## src/rtl/dmem_arbiter.sv

```systemverilog
`default_nettype none
// ============================================================================
// Module      : dmem_arbiter
// Description : Round-robin arbiter that shares one BRAM data port between a
//               load requester and a store-commit requester. Grants are
//               issued in the same cycle as the request. Each load tag travels
//               through a READ_LATENCY-deep pipeline so that it lines up with
//               the BRAM read data.
// Revision    : 1.0 - initial release
// ----------------------------------------------------------------------------
// Parameters
//   READ_LATENCY  cycles from load grant to ld_resp_valid (legal 1..4)
//   TAG_W         width of the load tag
// Ports
//   clk_in, rst_in                     clock, async active-high reset
//   flush_in                           squash in-flight loads (DMEM_FLUSH_EN)
//   ld_req_valid/ready, addr, tag      load request handshake
//   st_req_valid/ready, addr,data,strb store commit handshake
//   mem_en, mem_we, mem_addr, mem_wdata  BRAM port (mem_addr = word address)
//   mem_rdata                          BRAM read data
//   ld_resp_valid, data, tag           load completion pulse, no back-pressure
// Configuration
//   DMEM_FLUSH_EN  when defined, adds flush_in and the squash behaviour
// ============================================================================
module dmem_arbiter #(
    parameter int READ_LATENCY = 2,
    parameter int TAG_W        = 4
) (
    input  logic              clk_in,
    input  logic              rst_in,
`ifdef DMEM_FLUSH_EN
    input  logic              flush_in,
`endif
    input  logic              ld_req_valid,
    output logic              ld_req_ready,
    input  logic [31:0]       ld_req_addr,
    input  logic [TAG_W-1:0]  ld_req_tag,
    input  logic              st_req_valid,
    output logic              st_req_ready,
    input  logic [31:0]       st_req_addr,
    input  logic [31:0]       st_req_data,
    input  logic [3:0]        st_req_strb,
    output logic              mem_en,
    output logic [3:0]        mem_we,
    output logic [31:0]       mem_addr,
    output logic [31:0]       mem_wdata,
    input  logic [31:0]       mem_rdata,
    output logic              ld_resp_valid,
    output logic [31:0]       ld_resp_data,
    output logic [TAG_W-1:0]  ld_resp_tag
);

    typedef enum logic {
        GRANT_LOAD  = 1'b0,
        GRANT_STORE = 1'b1
    } grant_e;

    grant_e                  last_grant_q;
    grant_e                  last_grant_d;
    logic [READ_LATENCY-1:0] valid_pipe_q;
    logic [READ_LATENCY-1:0] valid_pipe_d;
    logic [TAG_W-1:0]        tag_pipe_q [READ_LATENCY];
    logic [TAG_W-1:0]        tag_pipe_d [READ_LATENCY];

    logic w_flush;
    logic w_ld_elig;
    logic w_st_elig;
    logic w_grant_ld;
    logic w_grant_st;

    // Addresses are word aligned; the byte offset is intentionally dropped.
    logic unused_addr_lsbs;
    assign unused_addr_lsbs = ^{ld_req_addr[1:0], st_req_addr[1:0]};

`ifdef DMEM_FLUSH_EN
    assign w_flush = flush_in;
`else
    assign w_flush = 1'b0;
`endif

    // Arbitration. Reset is folded in combinationally so that the handshake
    // and BRAM port are quiet for the whole time rst_in is high, not only
    // after the first edge. A flushing cycle makes the load ineligible, which
    // lets a waiting store through.
    always_comb begin
        w_ld_elig  = ld_req_valid && !w_flush && !rst_in;
        w_st_elig  = st_req_valid && !rst_in;
        w_grant_ld = w_ld_elig && (!w_st_elig || (last_grant_q == GRANT_STORE));
        w_grant_st = w_st_elig && !w_grant_ld;
    end

    // BRAM port driven directly from the winning request.
    always_comb begin
        ld_req_ready = w_grant_ld;
        st_req_ready = w_grant_st;
        mem_en       = w_grant_ld || w_grant_st;
        mem_we       = 4'h0;
        mem_addr     = 32'h0;
        mem_wdata    = 32'h0;
        if (w_grant_ld) begin
            mem_addr = {2'b00, ld_req_addr[31:2]};
        end else if (w_grant_st) begin
            mem_we    = st_req_strb;
            mem_addr  = {2'b00, st_req_addr[31:2]};
            mem_wdata = st_req_data;
        end
    end

    // Next state: round-robin pointer and the load tag shift pipeline. The
    // pipeline shifts every cycle, granted or not, so responses come back in
    // issue order with no bubbles.
    always_comb begin
        last_grant_d = last_grant_q;
        if (w_grant_ld) begin
            last_grant_d = GRANT_LOAD;
        end else if (w_grant_st) begin
            last_grant_d = GRANT_STORE;
        end

        valid_pipe_d    = '0;
        valid_pipe_d[0] = w_grant_ld;
        tag_pipe_d[0]   = w_grant_ld ? ld_req_tag : '0;
        for (int i = 1; i < READ_LATENCY; i++) begin
            valid_pipe_d[i] = valid_pipe_q[i-1];
            tag_pipe_d[i]   = tag_pipe_q[i-1];
        end
        // Squash: only the valid bits matter, stale tags are masked below.
        if (w_flush) begin
            valid_pipe_d = '0;
        end
    end

    always_ff @(posedge clk_in or posedge rst_in) begin
        if (rst_in) begin
            last_grant_q <= GRANT_STORE;
            valid_pipe_q <= '0;
            for (int i = 0; i < READ_LATENCY; i++) begin
                tag_pipe_q[i] <= '0;
            end
        end else begin
            last_grant_q <= last_grant_d;
            valid_pipe_q <= valid_pipe_d;
            for (int i = 0; i < READ_LATENCY; i++) begin
                tag_pipe_q[i] <= tag_pipe_d[i];
            end
        end
    end

    // Response payload is zeroed outside the valid pulse so idle outputs stay
    // quiet regardless of what the BRAM is presenting.
    always_comb begin
        ld_resp_valid = valid_pipe_q[READ_LATENCY-1];
        ld_resp_data  = ld_resp_valid ? mem_rdata : 32'h0;
        ld_resp_tag   = ld_resp_valid ? tag_pipe_q[READ_LATENCY-1] : '0;
    end

endmodule
`default_nettype wire

```

## config.mk

```make
export PLATFORM = sky130hd
export DESIGN_NAME = dmem_arbiter
export DESIGN_NICKNAME = d
export VERILOG_FILES = /design/src/rtl/dmem_arbiter.sv
export SDC_FILE = /design/constraint.sdc
export NUM_CORES = 1
export LEC_CHECK = 0
export ABC_AREA = 1
export BUFFER_PORTS_ARGS = -buffer_cell sky130_fd_sc_hd__buf_4
export CORE_AREA = 8 8 89 91
export DETAILED_ROUTE_END_ITERATION = 8
export DIE_AREA = 0 0 97 99
export PLACE_DENSITY = 0.71
export SYNTH_ARGS = -nofsm -noshare
export SYNTH_HDL_FRONTEND = slang
export SYNTH_SLANG_ARGS = --single-unit
```

## constraint.sdc

```tcl
create_clock -name clk_in -period 1.4 [get_ports clk_in]
set_input_delay 0 -clock clk_in [delete_from_list [all_inputs] [get_ports clk_in]]
set_output_delay 0 -clock clk_in [all_outputs]
set_load 0.05 [all_outputs]
```

# Word level (Yosys, flattened, before mapping)
# Index checks and enable logic that the tools add are counted.
[totals] inputBits=140 elab_cells=25 out_inout_bits=108 regBits=11
[classes] n_reduce_logical=10 mux=11
[ops] cell="2-to-1 mux 32 bit" n=3
[ops] cell="2-to-1 mux 30 bit" n=2
[ops] cell="2-to-1 mux 4 bit" n=4
[ops] cell="logical AND 1 bit" n=4
[ops] cell="logical NOT 1 bit" n=3
[ops] cell="logical OR 1 bit" n=2
[ops] cell="2-to-1 mux 1 bit" n=2
[ops] cell="nonzero test 2 bit" n=1

# Depth between registers and ports, before layout
# Gate-level depths: netlist of run 1.
[logic_depth] word_depth=9 depth_mapped=7 ltp_nobuf=5

# Worst setup path after synthesis of run 1
# OpenSTA, ideal clock, no wires.
[synth_timing] kind="reg2reg" startpoint="reg last_grant_q" endpoint="reg valid_pipe_q[0]" t_required_ns=1.243 setup_slack_ns=-0.067 setup_time_ns=0.157 t_arrival_ns=1.310 period_less_slack_ns=1.467 stages_incl_launch_ff=7 cell_sequence="dfstp_2 inv_1 nand2_1 nand2_2 buf_6 buf_6 inv_1"
[synth_via] elab_chain_len=2
[synth_lines] element="from (decl)" line_no="58" text="grant_e last_grant_q;"
[synth_lines] element="from (signal assigned)" line_no="141" text="last_grant_q <= last_grant_d;"
[synth_lines] element="logical OR 1 bit" line_no="88" text="w_grant_ld = w_ld_elig && (!w_st_elig || (last_grant_q == GRANT_STORE));"
[synth_lines] element="logical AND 1 bit" line_no="88"
[synth_lines] element="net ld_req_ready" line_no="35" text="output logic ld_req_ready,"
[synth_lines] element="to (signal assigned)" line_no="142" text="valid_pipe_q <= valid_pipe_d;"
[synth_lines] element="to (decl)" line_no="60" text="logic [READ_LATENCY-1:0] valid_pipe_q;"
# The timed path passes the listed nets, and every way through them passes these cells.
# A chain may end at the register's enable or synchronous reset.

# Worst setup path in the final report of run 1
[layout_timing] startpoint="reg last_grant_q" endpoint="out mem_addr[16]"
[layout_via] elab_chain_len=6
[layout_lines] element="logical OR 1 bit (*)" line_no="88"
[layout_lines] element="logical AND 1 bit (*)" line_no="88"
[layout_lines] element="logical NOT 1 bit" line_no="89" text="w_grant_st = w_st_elig && !w_grant_ld;"
[layout_lines] element="logical AND 1 bit" line_no="89"
[layout_lines] element="2-to-1 mux 30 bit" line_no="102" text="end else if (w_grant_st) begin"
[layout_lines] element="2-to-1 mux 30 bit (*)" line_no="100" text="if (w_grant_ld) begin"
[layout_lines] element="to (decl)" line_no="45" text="output logic [31:0] mem_addr,"
# Every way passes the cells marked *; elsewhere a longest branch is shown, timed or not.

==> results of run 1 <==
[through the flow]
stage / setup TNS (ns) / cell area (µm²)
floorplan: -1.44 / 1500
finish: -6.15 / 4120
detailed placement: 0 / 3380
CTS: -5.29 / 3790
global route: -10.93 / 4120
global placement: 0 / 3380
[synthesized netlist by cell type]
| master | instances |
|---|---|
| dfrtp_1 | 10 |
| o21a_1 | 1 |
| clkbuf_1 | 4 |
| nand3_1 | 60 |
| buf_2 | 8 |
| nand2_1 | 69 |
| buf_1 | 1 |
| nand2_4 | 1 |
| buf_6 | 7 |
| inv_1 | 81 |
| dfstp_2 | 1 |
| inv_2 | 1 |
| nor2_1 | 40 |
| conb_1 | 1 |
| nand2_2 | 1 |
| buf_4 | 2 |
| nor2_4 | 1 |
[area by class of cell]
cell class,count,share of cell area
Timing Repair Buffer,265,0.589
Multi-Input combinational cell,175,0.233
Inverter,82,0.0757
Sequential cell,11,0.0675
Tap cell,80,0.0243
Clock buffer,4,0.0109
[registers in the layout, summed over array words and instances, names as in the netlist]
signal / cells
tag_pipe_d: 4
tag_pipe_q: 4
valid_pipe_q: 2
last_grant_q: 1
[placed cells by master (no fill, tap or decap)]
cell type      instances
buf_4                180
clkbuf_16              3
clkbuf_8               3
o21a_1                 1
dfrtp_2                1
nand3_4                2
clkinvlp_4             1
inv_1                 79
nor2_1                34
nor2_4                 1
nor2_2                 6
buf_8                  5
buf_16                 1
clkbuf_1               1
conb_1                 2
nand2_4                1
nand2_1               50
inv_2                  2
nand2_2               18
dfstp_2                1
dfrtp_1                9
buf_6                 66
nand3_1               40
nand3_2               18
dlygate4sd3_1          5
buf_12                 5
nand2_8                2
[routing by layer]
layer  routed length, µm  vias up
met5                   0        -
met4                 364        0
met3                1010       28
met2                5090      170
met1                3450     1181
li1                    -     1321
[critical path: stages (launching register included)]
cell     delay [ns]
dfstp_2        0.54
inv_2          0.04
nand2_4        0.10
buf_4          0.19
nand3_1        0.13
nand2_1        0.13
buf_6          0.16
[logic make-up (layout without fill, tap and decap cells)]
kind of cell / Yosys count / after routing / share of synthesized area
buffers and inverters: 104 / 351 / 0.310
DFF: 11 / 11 / 0.186
AOI/OAI and AO/OA: 1 / 1 / 0.00505
and+or+nand+nor: 172 / 172 / 0.497
other: 1 / 2 / 0.00252
[power groups by stage]
| stage | Clock, µW | Combinational, µW | Sequential (µW) |
|---|---|---|---|
| detailed placement | 0 | 1430 | 351 |
| floorplan | 0 | 830 | 355 |
| global route | 334 | 1760 | 349 |
| global placement | 0 | 1420 | 350 |
| CTS | 313 | 1550 | 347 |
| finish | 299 | 1680 | 348 |
[worst max path at each step]
stage	slack, ns	to	startpoint
CTS	-0.11	mem_addr[11]	last_grant_q$_DFFE_PP1P_
floorplan	-0.05	mem_wdata[22]	last_grant_q$_DFFE_PP1P_
global route	-0.20	mem_addr[16]	last_grant_q$_DFFE_PP1P_
global placement	0.08	mem_addr[26]	last_grant_q$_DFFE_PP1P_
detailed placement	0.05	mem_addr[26]	last_grant_q$_DFFE_PP1P_
finish	-0.12	mem_addr[16]	last_grant_q$_DFFE_PP1P_
[timing repair]
item,CTS,global route
setup buffers,2,0
hold endpoints to repair,14,0
setup endpoints to repair,69,69
cloned,1,4
gates resized for setup,70,64
hold buffers,5,0
pin swaps,4,13
==> key figures, run 1 <==
Yosys
  • Leading area contributor after synthesis: inv_1
  • Syn. warnings: 0
  • Avg Inst Size Synth: 5.14 µm²
  • Share of the synthesized area in the top cell type: 0.205
  • Synth Instances: 289
  • Seq cells post-synth: 11
  • Largest cells by area after synthesis: inv_1 20%, nand3_1 20%, nand2_1 17%
  • Yosys cell types: 17
  • Seq/Total Area, Yosys: 0.186
  • Mapped Area: 0.00149 mm²

Hold path
  • Endpoint, Worst Hold: tag_pipe_d[3]$_DFF_PP0_
  • Min-delay src: rst_in
  • Hold Path Class: in -> reg
  • Worst hold path stage count: 5

Timing
  • Final hold vios: 0
  • Final Max Tran Viols: 0
  • Worst Skew: 0.000203 ns
  • Fmax: 0.657 GHz
  • RSZ-0062 raised after global routing: true
  • Setup Viol. Count Final: 69
  • Crit share post-route: 1.09
  • PnR worst setup slack: -0.122 ns
  • Final hold slack: 0.320 ns
  • Crit path time final: 1.52 ns

Critical path
  • Reg2reg start: last_grant_q$_DFFE_PP1P_
  • R2R Path End: tag_pipe_d[2]$_DFF_PP0_
  • WS Path Type: reg -> out
  • R2R setup slack: 0.09 ns
  • Crit path max fanout: 11
  • Worst setup SP type: flop
  • Critical Path AT: 1.52 ns
  • R2R depth: 6
  • Required @ worst endpoint: 1.40 ns
  • CP Capture Type: primary output

Route
  • Via Count: 2700
  • Remaining DRCs: 0
  • Post-Route WL: 9910 µm
  • Vias/cell: 4.38
  • Drt pass-1 iters: 4
  • Initial DRC count: 50
  • ANT nets after route: 0
  • DR WL/cell: 16.1 µm

Power and ir drop
  • Leak Pwr: 0.00261 µW
  • Pwr/cell area: 565 mW/mm²
  • Peak supply drop: 0.331 mV
  • Sw Ratio: 0.469
  • Comb power frac: 0.722
  • Switching pwr: 1090 µW
  • Total Power: 2320 µW
  • P_int: 1230 µW
  • Reg power frac: 0.150
  • Clk pwr share: 0.129

Place
  • Placed Cells: 601
  • Pre-CTS setup slack: 0.0524 ns
  • Port buffer count: 241
  • DP Wirelength: 7620 µm
  • Placer congestion estimate: 0.838

Global routing
  • M2 GR Usage: 0.315
  • Congestion Overflow GR: 0
  • Gr busiest metal: met2
  • Number of global-route vias before repair: 2704
  • Initial antenna violation count: 0
  • Largest net degree at the start of global routing: 38
  • GRT met3 Usage: 0.0728
  • GRT Resource Usage Total: 0.173
  • First-pass GRT wire length: 13800 µm
  • GR Util met1: 0.168

Clocking
  • Max Buffers Root-to-Sink: 2
  • Clock latency on the worst-skew pair: 0.23 ns
  • CTS H-Tree Depth: 1
  • CTS Buf Count: 3
  • Register clock-pin slew on the reported worst setup and hold paths: 0.04 ns
  • Clk sinks: 11
  • CTS tree: built
  • Root cell of the clock tree: clkbuf_8

Finish
  • Multi-input gate area: 958 µm²
  • Layout net count: 678
  • Layout area overhead: 177%
  • Post-route insts no fill: 617
  • Share of layout cells above drive strength 1: 0.588
  • Fin util: 0.626
  • FF/Latch Area: 278 µm²
  • Fillcell total: 547
  • Ant. Diodes: 0

Floorplan
  • Ports: 248
  • DIE AREA: 0.00960 mm²
  • Die width: 97 µm
  • Initial Utilization: 0.226
  • Die H: 99 µm
  • Cell Rows: 30
  • Core footprint: 0.00657 mm²

Status
  • Status: complete, but fails checks
  • Failing checks: setup timing

Run
  • Number of max-cap violations: 0
Power figures use the tool's default switching activity.
==> run 2: changes to the inputs <==
- BUFFER_PORTS_ARGS: -buffer_cell sky130_fd_sc_hd__buf_4 -> not set
- CORE_AREA: 8 8 89 91 -> 8 8 90 92
- DIE_AREA: 0 0 97 99 -> 0 0 98 100
- DONT_BUFFER_PORTS: not set -> 1
- PLACE_DENSITY: 0.71 -> 0.37
==> key figures, run 2 (same netlist as run 1, synthesis figures left out) <==
Status
  • Status: complete, but fails checks
  • Failing checks: setup timing

Critical path
  • Worst setup SP type: flop
  • Critical Path AT: 1.50 ns (-0.02 ns)
  • CP Capture Type: primary output
  • Crit path launch: last_grant_q$_DFFE_PP1P_
  • Crit path max fanout: 6 (-5)
  • WS Path Type: reg -> out
  • Reg2reg start: last_grant_q$_DFFE_PP1P_
  • Required @ worst endpoint: 1.40 ns (about the same)
  • R2R setup slack: 0.11 ns (+0.02 ns)

Run
  • Number of max-cap violations: 0 (unchanged)

Timing
  • Worst Skew: 0.00128 ns (+0.00107 ns)
  • Fmax: 0.666 GHz (+1.4%)
  • Setup Viol. Count Final: 69 (unchanged)
  • Crit share post-route: 1.07 (-0.0149)
  • Crit path time final: 1.50 ns (-0.0209 ns)
  • Relative slew slack: 0.483
  • Final hold vios: 0 (unchanged)
  • Setup TNS: -5.32 ns (+0.838 ns)
  • Final Max Tran Viols: 0 (unchanged)
  • PnR worst setup slack: -0.101 ns (+0.0209 ns)
  • Worst-Margin Slew: 0.775 ns
  • RSZ-0062 raised after global routing: true

Global routing
  • GRT Resource Usage Total: 0.159 (-0.0137)
  • Number of global-route vias before repair: 2303 (-15%)
  • Initial antenna violation count: 0 (unchanged)
  • First-pass GRT wire length: 12600 µm (-8.3%)
  • Congestion Overflow GR: 0 (unchanged)
  • Largest net degree at the start of global routing: 38 (unchanged)

Power and ir drop
  • Peak supply drop: 0.443 mV (+34%)
  • Leak Pwr: 0.00203 µW (-22%)
  • Pwr/cell area: 616 mW/mm² (+9.1%)

Floorplan
  • Initial Utilization: 0.224 (-0.00256)
  • Cell Rows: 30 (unchanged)
  • Core footprint: 0.00664 mm² (+1.1%)
  • Die width: 98 µm (+1.0%)
  • DIE AREA: 0.00980 mm² (+2.1%)
  • Die H: 100 µm (+1.0%)
  • Ports: 248 (unchanged)

Finish
  • Layout net count: 541 (-20%)
  • Commonest cells after routing, fill and taps aside: 78 x inv_1, 63 x buf_6, 62 x nand2_1
  • Share of layout cells above drive strength 1: 0.393 (-0.196)
  • Layout Cell Area excl Fill: 0.00347 mm² (-16%)
  • Ant. Diodes: 0 (unchanged)
  • Most common cell after layout, fill and taps aside: inv_1
  • Layout area overhead: 133%

Clocking
  • Clk sinks: 11 (unchanged)
  • Root cell of the clock tree: clkbuf_8
  • CTS tree: built
  • Clock latency on the worst-skew pair: 0.23 ns (about the same)
  • CTS Buf Count: 3 (unchanged)
  • Max Buffers Root-to-Sink: 2 (unchanged)
  • CTS H-Tree Depth: 1 (unchanged)
  • Register clock-pin slew on the reported worst setup and hold paths: 0.05 ns (about the same)

Route
  • Post-Route WL: 8950 µm (-9.7%)
  • Remaining DRCs: 0 (unchanged)
  • DR WL/cell: 18.6 µm (+16%)
  • Via Count: 2209 (-18%)
  • ANT nets after route: 0 (unchanged)
  • Vias/cell: 4.60 (+5.2%)
  • Initial DRC count: 27 (-46%)
  • Drt pass-1 iters: 4 (unchanged)

Place
  • Port buffer count: 0 (-100%)
  • Cell Area, Placed: 0.00278 mm² (-18%)
  • Placer congestion estimate: 0.800 (-4.5%)
  • DP Wirelength: 6840 µm (-10%)

Hold path
  • Hold Path Class: in -> async
run 2: worst paths after layout:
check	endpoint	cells past startpoint
max	mem_wdata[8]	7
min	tag_pipe_d[3]$_DFF_PP0_	3
max reg2reg	tag_pipe_d[0]$_DFF_PP0_	6
min reg2reg	tag_pipe_q[2]$_DFF_PP0_	0
max in group asynchronous	last_grant_q$_DFFE_PP1P_	3
min in group clk_in	mem_wdata[28]	3
run 2: metrics by stage:
stage	worst slack (ns)	util	total power [µW]	instances	hold WS (ns)
4_1_cts	-0.0988	0.501	2100	475	0.192
6_report	-0.101	0.522	2140	480	0.198
2_1_floorplan	-0.0498	-	1190	290	-0.140
3_3_place_gp	-0.00261	0.419	1610	460	-0.0917
5_1_grt	-0.176	0.522	2230	480	0.211
3_5_place_dp	-0.00598	0.419	1610	460	-0.0931
run 2: layer usage:
layer / share of wire / up-vias / routed length, µm / track usage
met5: 0 / - / 0 / 0
met4: 0.015 / 0 / 134 / 0.0336
met3: 0.11 / 8 / 950 / 0.0651
met2: 0.52 / 165 / 4680 / 0.297
met1: 0.36 / 979 / 3190 / 0.164
li1: - / 1057 / - / -
run 2: cell type report:
type                    count  area, µm²
fillers                   607       3180
repair buffers            123       1770
multi-input cells         180        958
inverters                  82        314
flip-flops and latches     11        278
well taps                  80        100
clock buffers               4       45.0
run 2: worst max-delay path, stage by stage (launching register included):
cell	delay, ns
dfstp_2	0.53
inv_2	0.04
nand2_4	0.09
nand2_8	0.10
buf_4	0.20
nand2_8	0.08
nor2_1	0.07
buf_6	0.15
run 2: timing repair:
action | CTS | global route
gates cloned | 4 | 3
hold buffers | 5 | 0
endpoints found under the setup margin | 69 | 69
pin swaps | 1 | 4
buffers inserted | 2 | 2
endpoints found under the hold margin | 15 | 0
resized for setup | 94 | 17
run 2: where the power goes:
part           internal (µW)  total, µW  switching, µW  leakage (µW)
combinational            544       1490            948       0.00186
clock                    198        299            101     0.0000228
sequential               340        347           7.06      0.000144
total                   1080       2140           1060       0.00203
==> run 3: changes to the inputs <==
- CTS_BUF_LIST: not set -> sky130_fd_sc_hd__clkbuf_16
==> key figures, run 3 (same netlist as run 1, synthesis figures left out) <==
Status
  • Status: complete, but fails checks
  • Failing checks: setup timing

Finish
  • Commonest cells after routing, fill and taps aside: 79 x inv_1, 63 x buf_6, 61 x nand2_1
  • Fillcell total: 602 (-0.82%)
  • Ant. Diodes: 0 (unchanged)
  • Multi-input gate area: 966 µm² (+0.78%)
  • Layout area overhead: 136%
  • Layout net count: 541 (unchanged)
  • Post-route insts no fill: 480 (unchanged)
  • Share of layout cells above drive strength 1: 0.398 (+0.00500)
  • Most common cell after layout, fill and taps aside: inv_1
  • FF/Latch Area: 278 µm² (unchanged)

Power and ir drop
  • Switching pwr: 1080 µW (+2.5%)
  • Leak Pwr: 0.00205 µW (+0.99%)
  • Sw Ratio: 0.462 (-0.0315)
  • Clk pwr share: 0.213 (+0.073)
  • Pwr/cell area: 667 mW/mm² (+8.2%)
  • Peak supply drop: 0.379 mV (-14%)
  • Total Power: 2340 µW (+9.5%)
  • Reg power frac: 0.148 (-0.014)
  • P_int: 1260 µW (+16%)
  • Comb power frac: 0.638 (-0.060)

Place
  • Placer congestion estimate: 0.800 (unchanged)
  • Port buffer count: 0 (unchanged)
  • Placed Cells: 460 (unchanged)
  • DP Wirelength: 6840 µm (unchanged)
  • Pre-CTS setup slack: -0.00598 ns (unchanged)

Timing
  • Worst-Margin Slew: 0.766 ns (-0.00864 ns)
  • Final hold vios: 0 (unchanged)
  • PnR worst setup slack: -0.104 ns (-0.00293 ns)
  • Crit path time final: 1.50 ns (+0.00294 ns)
  • Crit share post-route: 1.07 (+0.00210)
  • RSZ-0062 raised after global routing: true
  • Final Max Tran Viols: 0 (unchanged)
  • Setup TNS: -5.53 ns (-0.211 ns)
  • Worst Skew: 0.000713 ns (-0.000563 ns)
  • Fmax: 0.665 GHz (-0.20%)
  • Relative slew slack: 0.489 (+0.00577)
  • Setup Viol. Count Final: 69 (unchanged)
  • Final hold slack: 0.196 ns (-0.00192 ns)

Floorplan
  • DIE AREA: 0.00980 mm² (unchanged)
  • Cell Rows: 30 (unchanged)
  • Die width: 98 µm (unchanged)
  • Core footprint: 0.00664 mm² (unchanged)
  • Initial Utilization: 0.224 (unchanged)
  • Die H: 100 µm (unchanged)
  • Ports: 248 (unchanged)

Global routing
  • Congestion Overflow GR: 0 (unchanged)
  • First-pass GRT wire length: 12600 µm (-0.32%)
  • Initial antenna violation count: 0 (unchanged)
  • Number of global-route vias before repair: 2279 (-1.0%)
  • Largest net degree at the start of global routing: 38 (unchanged)
  • GRT Resource Usage Total: 0.160 (about the same)

Clocking
  • CTS H-Tree Depth: 1 (unchanged)
  • Max Buffers Root-to-Sink: 2 (unchanged)
  • CTS tree: built
  • Clock latency on the worst-skew pair: 0.23 ns (about the same)
  • Register clock-pin slew on the reported worst setup and hold paths: 0.04 ns (about the same)
  • Clk sinks: 11 (unchanged)
  • CTS Buf Count: 3 (unchanged)
  • Root cell of the clock tree: clkbuf_16

Route
  • Initial DRC count: 27 (unchanged)
  • Via Count: 2202 (-0.32%)
  • DR WL/cell: 18.8 µm (+0.61%)
  • Drt pass-1 iters: 4 (unchanged)
  • Remaining DRCs: 0 (unchanged)
  • Vias/cell: 4.59 (-0.32%)
  • Post-Route WL: 9000 µm (+0.61%)
  • ANT nets after route: 0 (unchanged)

Critical path
  • CP Capture Type: primary output
  • Crit path max fanout: 6 (unchanged)
  • Critical Path AT: 1.50 ns (about the same)
  • Worst setup SP type: flop
  • Required @ worst endpoint: 1.40 ns (about the same)
  • WS Path Type: reg -> out

Run
  • Number of max-cap violations: 0 (unchanged)

Hold path
  • Hold Path Class: in -> async
[run 3: critical path, cell delays in order (launching register included)]
cell     delay (ns)
dfstp_2        0.53
inv_2          0.04
nand2_4        0.09
nand2_8        0.10
buf_4          0.20
nand2_8        0.08
nor2_1         0.07
buf_6          0.15
[run 3: metrics by stage]
step	instance area, µm²	utilization
3_3_place_gp	2780	0.419
5_1_grt	3510	0.528
2_1_floorplan	1500	-
3_5_place_dp	2780	0.419
4_1_cts	3360	0.506
6_report	3510	0.528
[run 3: power by group through the flow]
| stage | Clock [µW] | Combinational [µW] | Sequential, µW |
|---|---|---|---|
| after floorplan | 0 | 830 | 355 |
| after global placement | 0 | 1260 | 350 |
| after detailed placement | 0 | 1260 | 350 |
| after CTS | 510 | 1450 | 348 |
| after global routing | 527 | 1560 | 349 |
| final | 499 | 1490 | 347 |
[run 3: final cells by class]
cell class,count,area share
Timing Repair Buffer,123,0.505
Multi-Input combinational cell,180,0.275
Tap cell,80,0.0285
Clock inverter,1,0.00107
Inverter,82,0.0895
Sequential cell,11,0.0791
Clock buffer,3,0.0214
[run 3: final timing paths]
kind / from / to / slack (ns) / cells past startpoint
max in group asynchronous: rst_in / last_grant_q$_DFFE_PP1P_ / 0.98 / 3
hold / removal: rst_in / valid_pipe_q[0]$_DFF_PP0_ / 0.20 / 3
min in group clk_in: st_req_data[28] / mem_wdata[28] / 0.22 / 3
setup / recovery: last_grant_q$_DFFE_PP1P_ / mem_wdata[8] / -0.10 / 7
setup reg to reg: last_grant_q$_DFFE_PP1P_ / tag_pipe_d[3]$_DFF_PP0_ / 0.11 / 6
hold reg to reg: tag_pipe_d[2]$_DFF_PP0_ / tag_pipe_q[2]$_DFF_PP0_ / 0.34 / 0
[run 3: repair_timing]
action,4_1_cts,5_1_grt
cloned,4,3
setup endpoints to repair,69,69
hold endpoints to repair,15,0
hold buffers,5,0
buffers inserted,2,2
resized for setup,94,19
pin swaps,1,4
[run 3: layer usage]
metal	wire, µm	share of wire	up-vias	track usage
met2	4700	0.52	159	0.295
li1	-	-	1058	-
met5	0	0	-	0
met1	3230	0.36	977	0.167
met3	924	0.10	8	0.0609
met4	143	0.016	0	0.0372
